`src/rtl/divider32_seq_pkg.sv`:
```
// Shared definitions for the sequential divider: FSM states, default width and
// word offsets on the {remainder, quotient} result bus (same layout as the multiplier bus).
package divider32_seq_pkg;

  localparam int unsigned DivWidth = 32;

  // Word index on the double-width result bus: bus[word*WIDTH +: WIDTH].
  localparam int unsigned QuoWord = 0;
  localparam int unsigned RemWord = 1;

  typedef enum logic [1:0] {
    DivIdle = 2'd0,
    DivBusy = 2'd1,
    DivFix  = 2'd2,
    DivDone = 2'd3
  } div_state_e;

  // Step counter must hold the value WIDTH itself.
  function automatic int unsigned cnt_width(input int unsigned width);
    return $clog2(width) + 1;
  endfunction

endpackage

```
`src/rtl/divider32_seq_div_step.sv`:
```
// One radix-2 restoring division step: shift {rem,quo} left, trial-subtract the divisor.
module divider32_seq_div_step #(
  parameter int unsigned WIDTH = 32
) (
  input  logic [WIDTH-1:0] rem_in,
  input  logic [WIDTH-1:0] quo_in,
  input  logic [WIDTH-1:0] divisor,
  output logic [WIDTH-1:0] rem_out,
  output logic [WIDTH-1:0] quo_out
);

  logic [WIDTH:0] shifted;
  logic [WIDTH:0] trial;
  logic           fits;

  // Since rem_in < divisor, the trial result's top bit is set exactly when it is negative.
  always_comb begin
    shifted = {rem_in, quo_in[WIDTH-1]};
    trial   = shifted - {1'b0, divisor};
    fits    = ~trial[WIDTH];
    rem_out = fits ? trial[WIDTH-1:0] : shifted[WIDTH-1:0];
    quo_out = {quo_in[WIDTH-2:0], fits};
  end

endmodule

```
`src/rtl/divider32_seq.sv`:
```
// Multi-cycle restoring divider, one quotient bit per cycle, signed/unsigned,
// valid/ready on both sides, result packed as {remainder, quotient}.
module divider32_seq
  import divider32_seq_pkg::*;
#(
  parameter int unsigned WIDTH = DivWidth
) (
  input  logic               clk,
  input  logic               rst_n,
  input  logic               in_valid,
  output logic               in_ready,
  input  logic [WIDTH-1:0]   in1,
  input  logic [WIDTH-1:0]   in2,
  input  logic               is_signed,
  input  logic               flush,
  output logic               out_valid,
  input  logic               out_ready,
  output logic [2*WIDTH-1:0] out
);

  localparam int unsigned CntW = cnt_width(WIDTH);
  localparam logic [CntW-1:0] LastCnt = CntW'(WIDTH);

  div_state_e state_q, state_d;

  logic [CntW-1:0]    cnt_q, cnt_d;
  logic [WIDTH-1:0]   rem_q, rem_d;
  logic [WIDTH-1:0]   quo_q, quo_d;
  logic [WIDTH-1:0]   div_q, div_d;
  logic               q_neg_q, q_neg_d;
  logic               r_neg_q, r_neg_d;
  logic               special_q, special_d;
  logic [2*WIDTH-1:0] out_q, out_d;

  logic               accept;
  logic               s1, s2;
  logic [WIDTH-1:0]   abs1, abs2;
  logic               div_by_zero;
  logic               overflow;
  logic [WIDTH-1:0]   step_rem, step_quo;

  // Operand decode at accept: magnitudes and the two special cases that bypass the iteration.
  always_comb begin
    accept      = (state_q == DivIdle) && in_valid && !flush;
    s1          = is_signed & in1[WIDTH-1];
    s2          = is_signed & in2[WIDTH-1];
    abs1        = s1 ? -in1 : in1;
    abs2        = s2 ? -in2 : in2;
    div_by_zero = (in2 == '0);
    overflow    = is_signed && (in1 == {1'b1, {(WIDTH-1){1'b0}}}) && (in2 == '1);
  end

  divider32_seq_div_step #(
    .WIDTH (WIDTH)
  ) u_div_step (
    .rem_in  (rem_q),
    .quo_in  (quo_q),
    .divisor (div_q),
    .rem_out (step_rem),
    .quo_out (step_quo)
  );

  // FSM next state; flush overrides every other transition.
  always_comb begin
    state_d = state_q;
    unique case (state_q)
      DivIdle: if (accept) state_d = (div_by_zero || overflow) ? DivFix : DivBusy;
      DivBusy: if (cnt_q == LastCnt) state_d = DivFix;
      DivFix:  state_d = DivDone;
      DivDone: if (out_ready) state_d = DivIdle;
      default: state_d = DivIdle;
    endcase
    if (flush) state_d = DivIdle;
  end

  // Datapath next state: operand load, iteration, sign fix-up into the output register.
  always_comb begin
    cnt_d     = cnt_q;
    rem_d     = rem_q;
    quo_d     = quo_q;
    div_d     = div_q;
    q_neg_d   = q_neg_q;
    r_neg_d   = r_neg_q;
    special_d = special_q;
    out_d     = out_q;
    unique case (state_q)
      DivIdle: begin
        if (accept) begin
          cnt_d     = '0;
          div_d     = abs2;
          q_neg_d   = s1 ^ s2;
          r_neg_d   = s1;
          special_d = div_by_zero || overflow;
          if (div_by_zero) begin
            quo_d = '1;
            rem_d = in1;
          end else if (overflow) begin
            quo_d = {1'b1, {(WIDTH-1){1'b0}}};
            rem_d = '0;
          end else begin
            quo_d = abs1;
            rem_d = '0;
          end
        end
      end
      DivBusy: begin
        if (cnt_q != LastCnt) begin
          rem_d = step_rem;
          quo_d = step_quo;
          cnt_d = cnt_q + 1'b1;
        end
      end
      DivFix: begin
        // Special-case results are already final and carry their own signs.
        if (!flush) begin
          if (special_q) begin
            out_d[RemWord*WIDTH +: WIDTH] = rem_q;
            out_d[QuoWord*WIDTH +: WIDTH] = quo_q;
          end else begin
            out_d[RemWord*WIDTH +: WIDTH] = r_neg_q ? -rem_q : rem_q;
            out_d[QuoWord*WIDTH +: WIDTH] = q_neg_q ? -quo_q : quo_q;
          end
        end
      end
      DivDone: ;
      default: ;
    endcase
  end

  // State and datapath registers.
  always_ff @(posedge clk or negedge rst_n) begin
    if (!rst_n) begin
      state_q   <= DivIdle;
      cnt_q     <= '0;
      rem_q     <= '0;
      quo_q     <= '0;
      div_q     <= '0;
      q_neg_q   <= 1'b0;
      r_neg_q   <= 1'b0;
      special_q <= 1'b0;
      out_q     <= '0;
    end else begin
      state_q   <= state_d;
      cnt_q     <= cnt_d;
      rem_q     <= rem_d;
      quo_q     <= quo_d;
      div_q     <= div_d;
      q_neg_q   <= q_neg_d;
      r_neg_q   <= r_neg_d;
      special_q <= special_d;
      out_q     <= out_d;
    end
  end

  // Handshake outputs decoded straight from the state register.
  always_comb begin
    in_ready  = (state_q == DivIdle);
    out_valid = (state_q == DivDone);
    out       = out_q;
  end

endmodule

```
`config.mk`:
```
export PLATFORM = sky130hd
export DESIGN_NAME = divider32_seq
export DESIGN_NICKNAME = d
export VERILOG_FILES = /design/src/rtl/divider32_seq_pkg.sv /design/src/rtl/divider32_seq_div_step.sv /design/src/rtl/divider32_seq.sv
export SDC_FILE = /design/constraint.sdc
export NUM_CORES = 1
export LEC_CHECK = 0
export ABC_AREA = 1
export CORE_AREA = 8 8 151 153
export CTS_BUF_LIST = sky130_fd_sc_hd__clkbuf_4
export DETAILED_ROUTE_END_ITERATION = 8
export DIE_AREA = 0 0 159 161
export DONT_BUFFER_PORTS = 1
export PLACE_DENSITY_LB_ADDON = 0.08
export SLEW_MARGIN = 5
export SYNTH_ARGS = -nofsm -noshare
export SYNTH_HDL_FRONTEND = slang
export SYNTH_SLANG_ARGS = --single-unit
```
`constraint.sdc`:
```
create_clock -name clk -period 3.2 [get_ports clk]
set_input_delay 0.64 -clock clk [delete_from_list [all_inputs] [get_ports clk]]
set_output_delay 0.64 -clock clk [all_outputs]
set_load 0.01 [all_outputs]
```
**Word level (Yosys, flattened, before mapping)**

Index checks and enable logic that the tools add are counted.

- Register bits after elaboration: 171
- Bits of input ports: 70
- Output and inout bits: 66
- Word-level logic and storage cells: 69

- Add/sub/neg operators: 6
- Equality and inequality tests: 12
- Multiplexer cells: 24
- Bitwise operators: 5
- Reductions and logical operators: 13

Operators with widths:

| kind | count |
|---|---|
| $mux W32 | 12 |
| $neg A32 Y32 | 4 |
| $pmux W32 S2 | 2 |
| $eq A32 B32 Y1 const B | 2 |
| $mux W64 | 1 |
| $sub A33 B32 Y33 | 1 |
| $logic_not A32 Y1 | 1 |
| $mux W6 | 2 |
| $pmux W6 S2 | 1 |
| $mux W2 | 5 |
| $pmux W2 S4 | 1 |
| $add A6 B1 Y6 const B | 1 |
| $eq A6 B6 Y1 const B | 1 |
| $ne A6 B6 Y1 const B | 1 |
| $reduce_and A3 Y1 | 2 |
| $eq A2 B2 Y1 const B | 2 |
| $logic_and A1 B1 Y1 | 4 |
| $reduce_and A2 Y1 | 2 |
| $ne A3 B1 Y1 const B | 1 |
| $ne A3 B2 Y1 const B | 1 |
| $ne A3 B3 Y1 const B | 1 |
| $and A1 B1 Y1 | 2 |
| $eq A2 B1 Y1 const B | 1 |
| $logic_not A2 Y1 | 1 |
| other kinds (7) | 8 |

**Longest topological paths before layout**

Gate-level depths: netlist of the first run.

- Depth after elaboration: 8
- Gate-level depth with buffers: 19
- Gate-level depth less buffers: 18

**Modules after synthesis**

From an unflattened synthesis of the first run, not the netlist that was laid out.

- Cells, all modules: 2304
- Area total of the unflattened synthesis: 14348.8 um^2

By module, submodules not included:

| module | instances | cells each | area an instance (um^2) | seq. area each (um^2) |
|---|---|---|---|---|
| divider32_seq | 1 | 1592 | 10958.0 | 4279.1 |
| divider32_seq_div_step | 1 | 712 | 3390.8 | 0.0 |

**Worst setup path before layout of the first run**

OpenSTA, ideal clock, no wires.

- Path kind: flip-flop to flip-flop
- From: reg quo_q[31]
- To: reg rem_q[7]
- Setup time: 0.122 ns
- Data arrival time: 2.194 ns
- Required time: 3.078 ns
- Slack: 0.884 ns
- Stages on the path, launching flop included: 20
- Buffers on the path: 2
- Clock period less this slack: 2.316 ns
- Path through: dfrtp_1 > inv_1 > ha_1 > fa_1 > inv_1 > nand3_1 > nand2_1 > nand2_1 > nand2_1 > nand2_1 > nand2_1 > nand2_2 > nand2_2 > nand2_1 > nand2_2 > buf_6 > buf_12 > nand2_2 > o211ai_2 > nand2_1

- Longest elaborated chain between the ends: 4

Ends and longest elaborated chain:

| item | RTL line | text |
|---|---|---|
| start: declaration | divider32_seq.sv:28 | `logic [WIDTH-1:0] quo_q, quo_d;` |
| start signal: assignment | divider32_seq.sv:146 | `quo_q <= quo_d;` |
| $sub A33 B32 Y33 | divider32_seq_div_step.sv:19 | `trial = shifted - {1'b0, divisor};` |
| $mux W32 | divider32_seq_div_step.sv:21 | `rem_out = fits ? trial[WIDTH-1:0] : shifted[WIDTH-1:0];` |
| $mux W32 | divider32_seq.sv:107 | `if (cnt_q != LastCnt) begin` |
| $pmux W32 S2 | divider32_seq.sv:86 | `unique case (state_q)` |
| end signal: assignment | divider32_seq.sv:145 | `rem_q <= rem_d;` |
| end: declaration | divider32_seq.sv:27 | `logic [WIDTH-1:0] rem_q, rem_d;` |

Every way passes these cells. The select of a mux whose other input is x is not followed.
A chain may end at the register's enable or synchronous reset.

**Worst setup path in the final report of the first run**

- From: reg quo_q[31]
- To: reg rem_q[26]

Same word-level chain as after synthesis.

==> flow_summary.toml, run 1 <==
[status]
status = "finished, violations left"
violations = "hold timing"

[sta]
hold_viol_final = 171
grt_setup_unrepaired = "false"
worst_hold_slack_ps = -289
timing.fmax_ghz = 0.333
slew_headroom_pct = 45.5
setup-tns-final_ps = 0
fin_crit_sh_pct = 93.8
fin_skew_ps = 25.1
setup_ws_ps = 197
finalSetupViolCount = 0
worstMarginPinSlew_ps = 816
post-route-min-period_ps = 3000
drv_slew = 0

[floorplan]
fp.dieW_um = 159
core.rowCount = 53
coreArea_um2 = 20600
die_area_um2 = 25600
die_y_um = 161
io_pins = 136
start_util_pct = 65.7

[place]
placed_area_um2 = 13800
portBuffers = 0
place_hpwl_um = 34400
place_ws_ps = 251
gp_congestion = 1.03
dp.cells = 2316

[layout]
drive_above_1_share_pct = 5.84
nFillCells = 1858
syn_to_final_growth_pct = 4.48
stdcell_area_um2 = 14100
instances_no_fill = 2349
final_nets = 2174

[routing]
drt-total-wl_um = 44100
vias = 13891
drt_iter0_markers = 1530
drtAntennaViolNets = 0
drc = 0
viasPerCell = 5.91
wl_per_cell_um = 18.8
dr.pass1.iters = 8

[clocking]
path_clk_slew_ps = 170
cts_resized = 0
cts.path.max_buffers = 2
htreeDepth = 4
cts_tree = "built"
numCtsBuffers = 17
root_buffer = "clkbuf_4"
clock_sinks = 171
clk_latency_ps = 590

[global_route]
grt_pass1_wl_um = 68900
overflow = 0
grt_pass1_vias = 12796
grt_use_total_pct = 33.6
antenna_found_initial = 1
grt_max_degree = 172

[setup_path]
critPathRequiredTime_ps = 3690
path_max_fanout = 29
arrival_ps = 3490
worst-setup-path-type = "register to register"
r2r_start = "quo_q[31]"
cp-startpoint = "quo_q[31]"
cp-end-kind = "register"
critPathLaunchType = "register"

[logic_synthesis]
yosys.area.top_type = "dfrtp_1"
synth_cells = 2078
synth-seq-area-share_pct = 31.7
synth_common_cells = "nand2_1, inv_1, nor2_1"
syn_area_per_cell_um2 = 6.50
syn_nets = 2192
netlist_area_um2 = 13500
synth.most_common_cell = "nand2_1"
ys_types = 52
yosysWarnings = 0
synth_area_leaders = "dfrtp_1, nand2_1, inv_1, nor2_1, xor2_1"
synth-edff-count = 0
synthFlopType = "dfrtp_1"
synth_top_area_share_pct = 31.7
synthArstFlopShare_pct = 100
synth_seq_cells = 171

[power_and_ir_drop]
vdd_drop_max_mv = 0.515
p_per_area_nw_per_um2 = 998
leakage_nw = 7.28

[run]
drv_cap = 0

[worst_hold_path]
hp-class = "primary input to async pin"
[routing by layer]
layer | up-vias | track usage [%] | share of wire, %
li1 | 6665 | - | -
met1 | 6340 | 45.2 | 41
met2 | 774 | 51.6 | 44
met3 | 112 | 6.41 | 10
met4 | 0 | 15.9 | 4.2
met5 | - | 0 | 0
[cells by family after synthesis]
family,synth area share (%)
compound gates,12.7
xor+xnor,5.90
fa+ha+maj,4.13
buf+inv,9.68
flops,31.7
simple gates,35.8
[layout by cell type (no fill, tap or decap), drive strengths merged, types with 8 or more instances in the layout]
master  netlist  routed
o21ai       127     127
nand4        33      33
clkbuf       39      17
dfrtp       171     171
buf          29      31
nor3         74      74
o211ai       29      29
a31oi        16      16
inv         262     267
nand3b        9       9
nor4          8       8
nand3       136     136
xnor2        10      10
or2           9       9
a21oi       109     109
ha           43      43
clkinv        3      12
nand2       624     624
nor2        234     234
xor2         81      81
[layout make-up]
cell class	count	area (um2)	share of cell area (%)
repair buffers	31	233	1.65
well taps	275	344	2.44
inverters	265	995	7.05
multi-input cells	1574	7920	56.2
clock buffers	17	128	0.905
flip-flops and latches	171	4280	30.3
clock inverters	15	203	1.44
diodes	1	2.50	0.0177
[metrics by stage]
step | util [%] | hold slack, ps | total power, W
2_1_floorplan | - | 344 | 0.0103
3_3_place_gp | 67.0 | 349 | 0.0122
3_5_place_dp | 67.0 | 350 | 0.0125
4_1_cts | 68.6 | -319 | 0.0139
5_1_grt | 68.6 | -329 | 0.0152
6_report | 68.6 | -289 | 0.0141
[final timing paths]
path / end / cells past startpoint / slack [ps]
worst min-delay path: out[46] / 0 / -290
worst max-delay path: rem_q[26] / 17 / 200
min in group clk: div_q[30] / 2 / 180
worst max register to register: rem_q[26] / 17 / 200
worst min register to register: div_q[28] / 2 / 500
max in group asynchronous: q_neg_q / 0 / 3300
[worst max-delay path, stage by stage, from the launching register on]
cell and delay (ps):
dfrtp_1 410, inv_1 80, ha_1 230, fa_1 400, inv_1 70, nand3_1 60, nand2_1 130, nand2_1 60
nand2_1 110, nand2_1 70, nand2_1 130, nand2_2 100, nand2_2 90, nand2_1 60, nand2_2 520, nand3_1 230
o211ai_2 110, nand2_1 70
[power by group]
part           internal (W)  leakage (nW)  switching [W]
Sequential          0.00312          2.12        0.00120
Clock              0.000445         0.172       0.000945
Combinational       0.00271          4.98        0.00566
Total               0.00627          7.28        0.00780
[flip-flops by register name, indices dropped and copies added (netlist names)]
name / flops
r_neg_q: 1
div_q: 32
out: 64
cnt_q: 6
state_q: 2
quo_q: 32
special_q: 1
q_neg_q: 1
rem_q: 32
[timing repair]
action | in CTS | in global routing
hold endpoints to repair | 171 | 171
setup buffers | 0 | 0
setup endpoints to repair | 0 | 0
(Power assumes the default switching activity.)
==> run 2, diff against run 1 <==
--- a/config.mk
+++ b/config.mk
@@ -5,11 +5,10 @@
 export SDC_FILE = /design/constraint.sdc
 export NUM_CORES = 1
 export LEC_CHECK = 0
-export ABC_AREA = 1
-export CORE_AREA = 8 8 151 153
+export CORE_AREA = 8 8 141 143
 export CTS_BUF_LIST = sky130_fd_sc_hd__clkbuf_4
 export DETAILED_ROUTE_END_ITERATION = 8
-export DIE_AREA = 0 0 159 161
+export DIE_AREA = 0 0 149 151
 export DONT_BUFFER_PORTS = 1
 export PLACE_DENSITY_LB_ADDON = 0.08
 export SLEW_MARGIN = 5
==> run 2 against run 1 <==
  * Total power fell by 15%
  * The flow still finishes with violations (hold timing)
  * Sequential power is 8.6% lower
  * Critical path depth is 5 lower
  * Sequential share of layout area rose by 3.8 points
  * Die area shrank 12%
  * Design area is 11% lower
  * Clock power about the same
  * Synthesized cell count down 33%
  * Setup slack got worse by 110 ps
  * Hold slack improved by 1.2 ps
  * First-iteration DRC count down 36%
==> flow_summary.toml, run 2 <==
[global_route]
grt_pass1_vias = 9734
grt_pass1_wl_um = 52300
grt_max_degree = 172
overflow = 0
antenna_found_initial = 1
grt_use_total_pct = 29.4

[setup_path]
critPathRequiredTime_ps = 3680
rr_worst_depth = 12
path_max_fanout = 11
ff2ff_setup_slack_ps = 90
slowest_stage = "fa_1"
r2r_start = "quo_q[31]"
crit_family = "compound AO/OA/AOI/OAI gates"
critPathLaunchType = "register"
path_buf_inv = 2
cp-end-kind = "register"
cp-startpoint = "quo_q[31]"
worst-setup-path-type = "register to register"
crit_chain = "inv_1, ha_1, fa_1, nor2b_1, o2111ai_1, a31oi_2, o211ai_1, nand3_1, xor2_2, and2_2, buf_4, a221o_1"
endpoint = "rem_q[23]"
reg2reg_to = "rem_q[23]"
arrival_ps = 3590
critPathMaxStageDelay_ps = 420
path_depth = 12

[status]
violations = "hold timing"
status = "finished, violations left"

[logic_synthesis]
yosys.area.top_type = "dfrtp_1"
syn_area_per_cell_um2 = 8.35
syn_nets = 1505
netlist_area_um2 = 11600
synth_cells = 1391
synth.most_common_cell = "nand2_1"
yosysWarnings = 0
synthArstFlopShare_pct = 100
synth_common_cells = "nand2_1, o21ai_0, dfrtp_1"
synth-edff-count = 0
ys_types = 64
synth-seq-area-share_pct = 36.8
synth_seq_cells = 171
synthFlopType = "dfrtp_1"
synth_area_leaders = "dfrtp_1, o21ai_0, xnor2_1, nand2_1, xor2_1"
synth_top_area_share_pct = 36.8

[routing]
drtAntennaViolNets = 0
drt-total-wl_um = 33000
drt_iter0_markers = 982
vias = 10454
viasPerCell = 6.36
drc = 0
dr.pass1.iters = 5
wl_per_cell_um = 20.1

[sta]
grt_setup_unrepaired = "false"
fin_skew_ps = 15.7
slew_headroom_pct = 24.7
worst_hold_slack_ps = -287
fin_crit_sh_pct = 97.2
post-route-min-period_ps = 3110
hold_viol_final = 171
setup-tns-final_ps = 0
finalSetupViolCount = 0
worstMarginPinSlew_ps = 1130
timing.fmax_ghz = 0.322
drv_slew = 0

[clocking]
cts_tree = "built"
cts.path.max_buffers = 2
path_clk_slew_ps = 150
clock_sinks = 171
clk_latency_ps = 600
root_buffer = "clkbuf_4"
htreeDepth = 4
numCtsBuffers = 17

[power_and_ir_drop]
vdd_drop_max_mv = 0.818
leakage_nw = 5.53
p_per_area_nw_per_um2 = 950

[floorplan]
io_pins = 136
start_util_pct = 65.8
die_y_um = 151
die_area_um2 = 22500
fp.dieW_um = 149
coreArea_um2 = 17700
core.rowCount = 49

[place]
placed_area_um2 = 12200
dp.cells = 1611
gp_congestion = 0.955
place_hpwl_um = 25600
portBuffers = 0

[layout]
stdcell_area_um2 = 12500
instances_no_fill = 1645
final_cell_mix = "nand2_1, o21ai_0, dfrtp_1"
final_nets = 1516
syn_to_final_growth_pct = 7.77
largest_reg_flops = 64
drive_above_1_share_pct = 9.05
layout_commonest_cell = "nand2_1"

[worst_hold_path]
hp-class = "primary input to async pin"

[run]
drv_cap = 0
-- run 2: worst reg2reg max path, cell delays in order, from the launching register on --
cell	delay (ps)
dfrtp_1	350
inv_1	110
ha_1	260
fa_1	420
nor2b_1	210
o2111ai_1	200
a31oi_2	250
o211ai_1	130
nand3_1	150
xor2_2	120
and2_2	270
buf_4	200
a221o_1	330
-- run 2: layout make-up --
type	instances	area [um2]
Clock inverter	14	180
Antenna cell	1	2.50
Tap cell	229	287
Sequential cell	171	4280
Fill cell	1477	5140
Inverter	63	236
Multi-Input combinational cell	1076	6820
Clock buffer	18	135
Timing Repair Buffer	73	577
-- run 2: worst min-delay path by stage --
| stage | from | to | slack (ps) | cells past startpoint |
|---|---|---|---|---|
| after CTS | rst_n | div_q[23] | -320 | 0 |
| final | rst_n | div_q[23] | -290 | 0 |
| after global routing | rst_n | div_q[23] | -310 | 0 |
| after floorplan | rst_n | cnt_q[0] | 340 | 0 |
| after global placement | rst_n | div_q[23] | 350 | 0 |
| after detailed placement | rst_n | div_q[23] | 350 | 0 |
-- run 2: report_power, final --
part	switching (W)	total, W	internal [W]
Clock	0.000831	0.00140	0.000568
Sequential	0.000940	0.00394	0.00300
Combinational	0.00383	0.00655	0.00272
Total	0.00560	0.0119	0.00629
-- run 2: logic make-up (layout without fill, tap and decap cells) --
family,after synthesis,after routing,share of synthesized area (%)
AO/OA/AOI/OAI,449,449,23.9
flip-flops,171,171,36.8
XOR/XNOR,150,150,11.3
buffers and inverters,144,168,4.90
other,0,1,0
AND/OR/NAND/NOR,419,419,17.0
multiplexers,14,14,1.21
adder cells (fa/ha/maj),44,44,4.80
-- run 2: what timing repair did --
item                                   4_1_cts  5_1_grt
setup endpoints to repair                    0       31
setup buffers                                0        1
endpoints found under the hold margin      171      171
gates resized for setup                      0        6
-- run 2: metrics by stage --
step / total power [W] / hold slack [ps] / utilization [%] / worst slack (ps)
after floorplan: 0.00855 / 344 / - / -23.0
after global placement: 0.0102 / 349 / 68.9 / 45.7
after detailed placement: 0.0104 / 350 / 68.9 / -3.51
after CTS: 0.0118 / -319 / 70.7 / 39.4
after global routing: 0.0129 / -310 / 70.9 / 2.76
final: 0.0119 / -287 / 70.9 / 89.9
-- run 2: metal layers --
layer	routed length (um)	vias up	global-route usage, %	part of all wire (%)
li1	-	5002	-	-
met5	0	-	0	0
met4	1020	0	11.0	3.1
met1	14300	4943	40.8	43
met3	3690	71	8.69	11
met2	14000	438	42.7	42
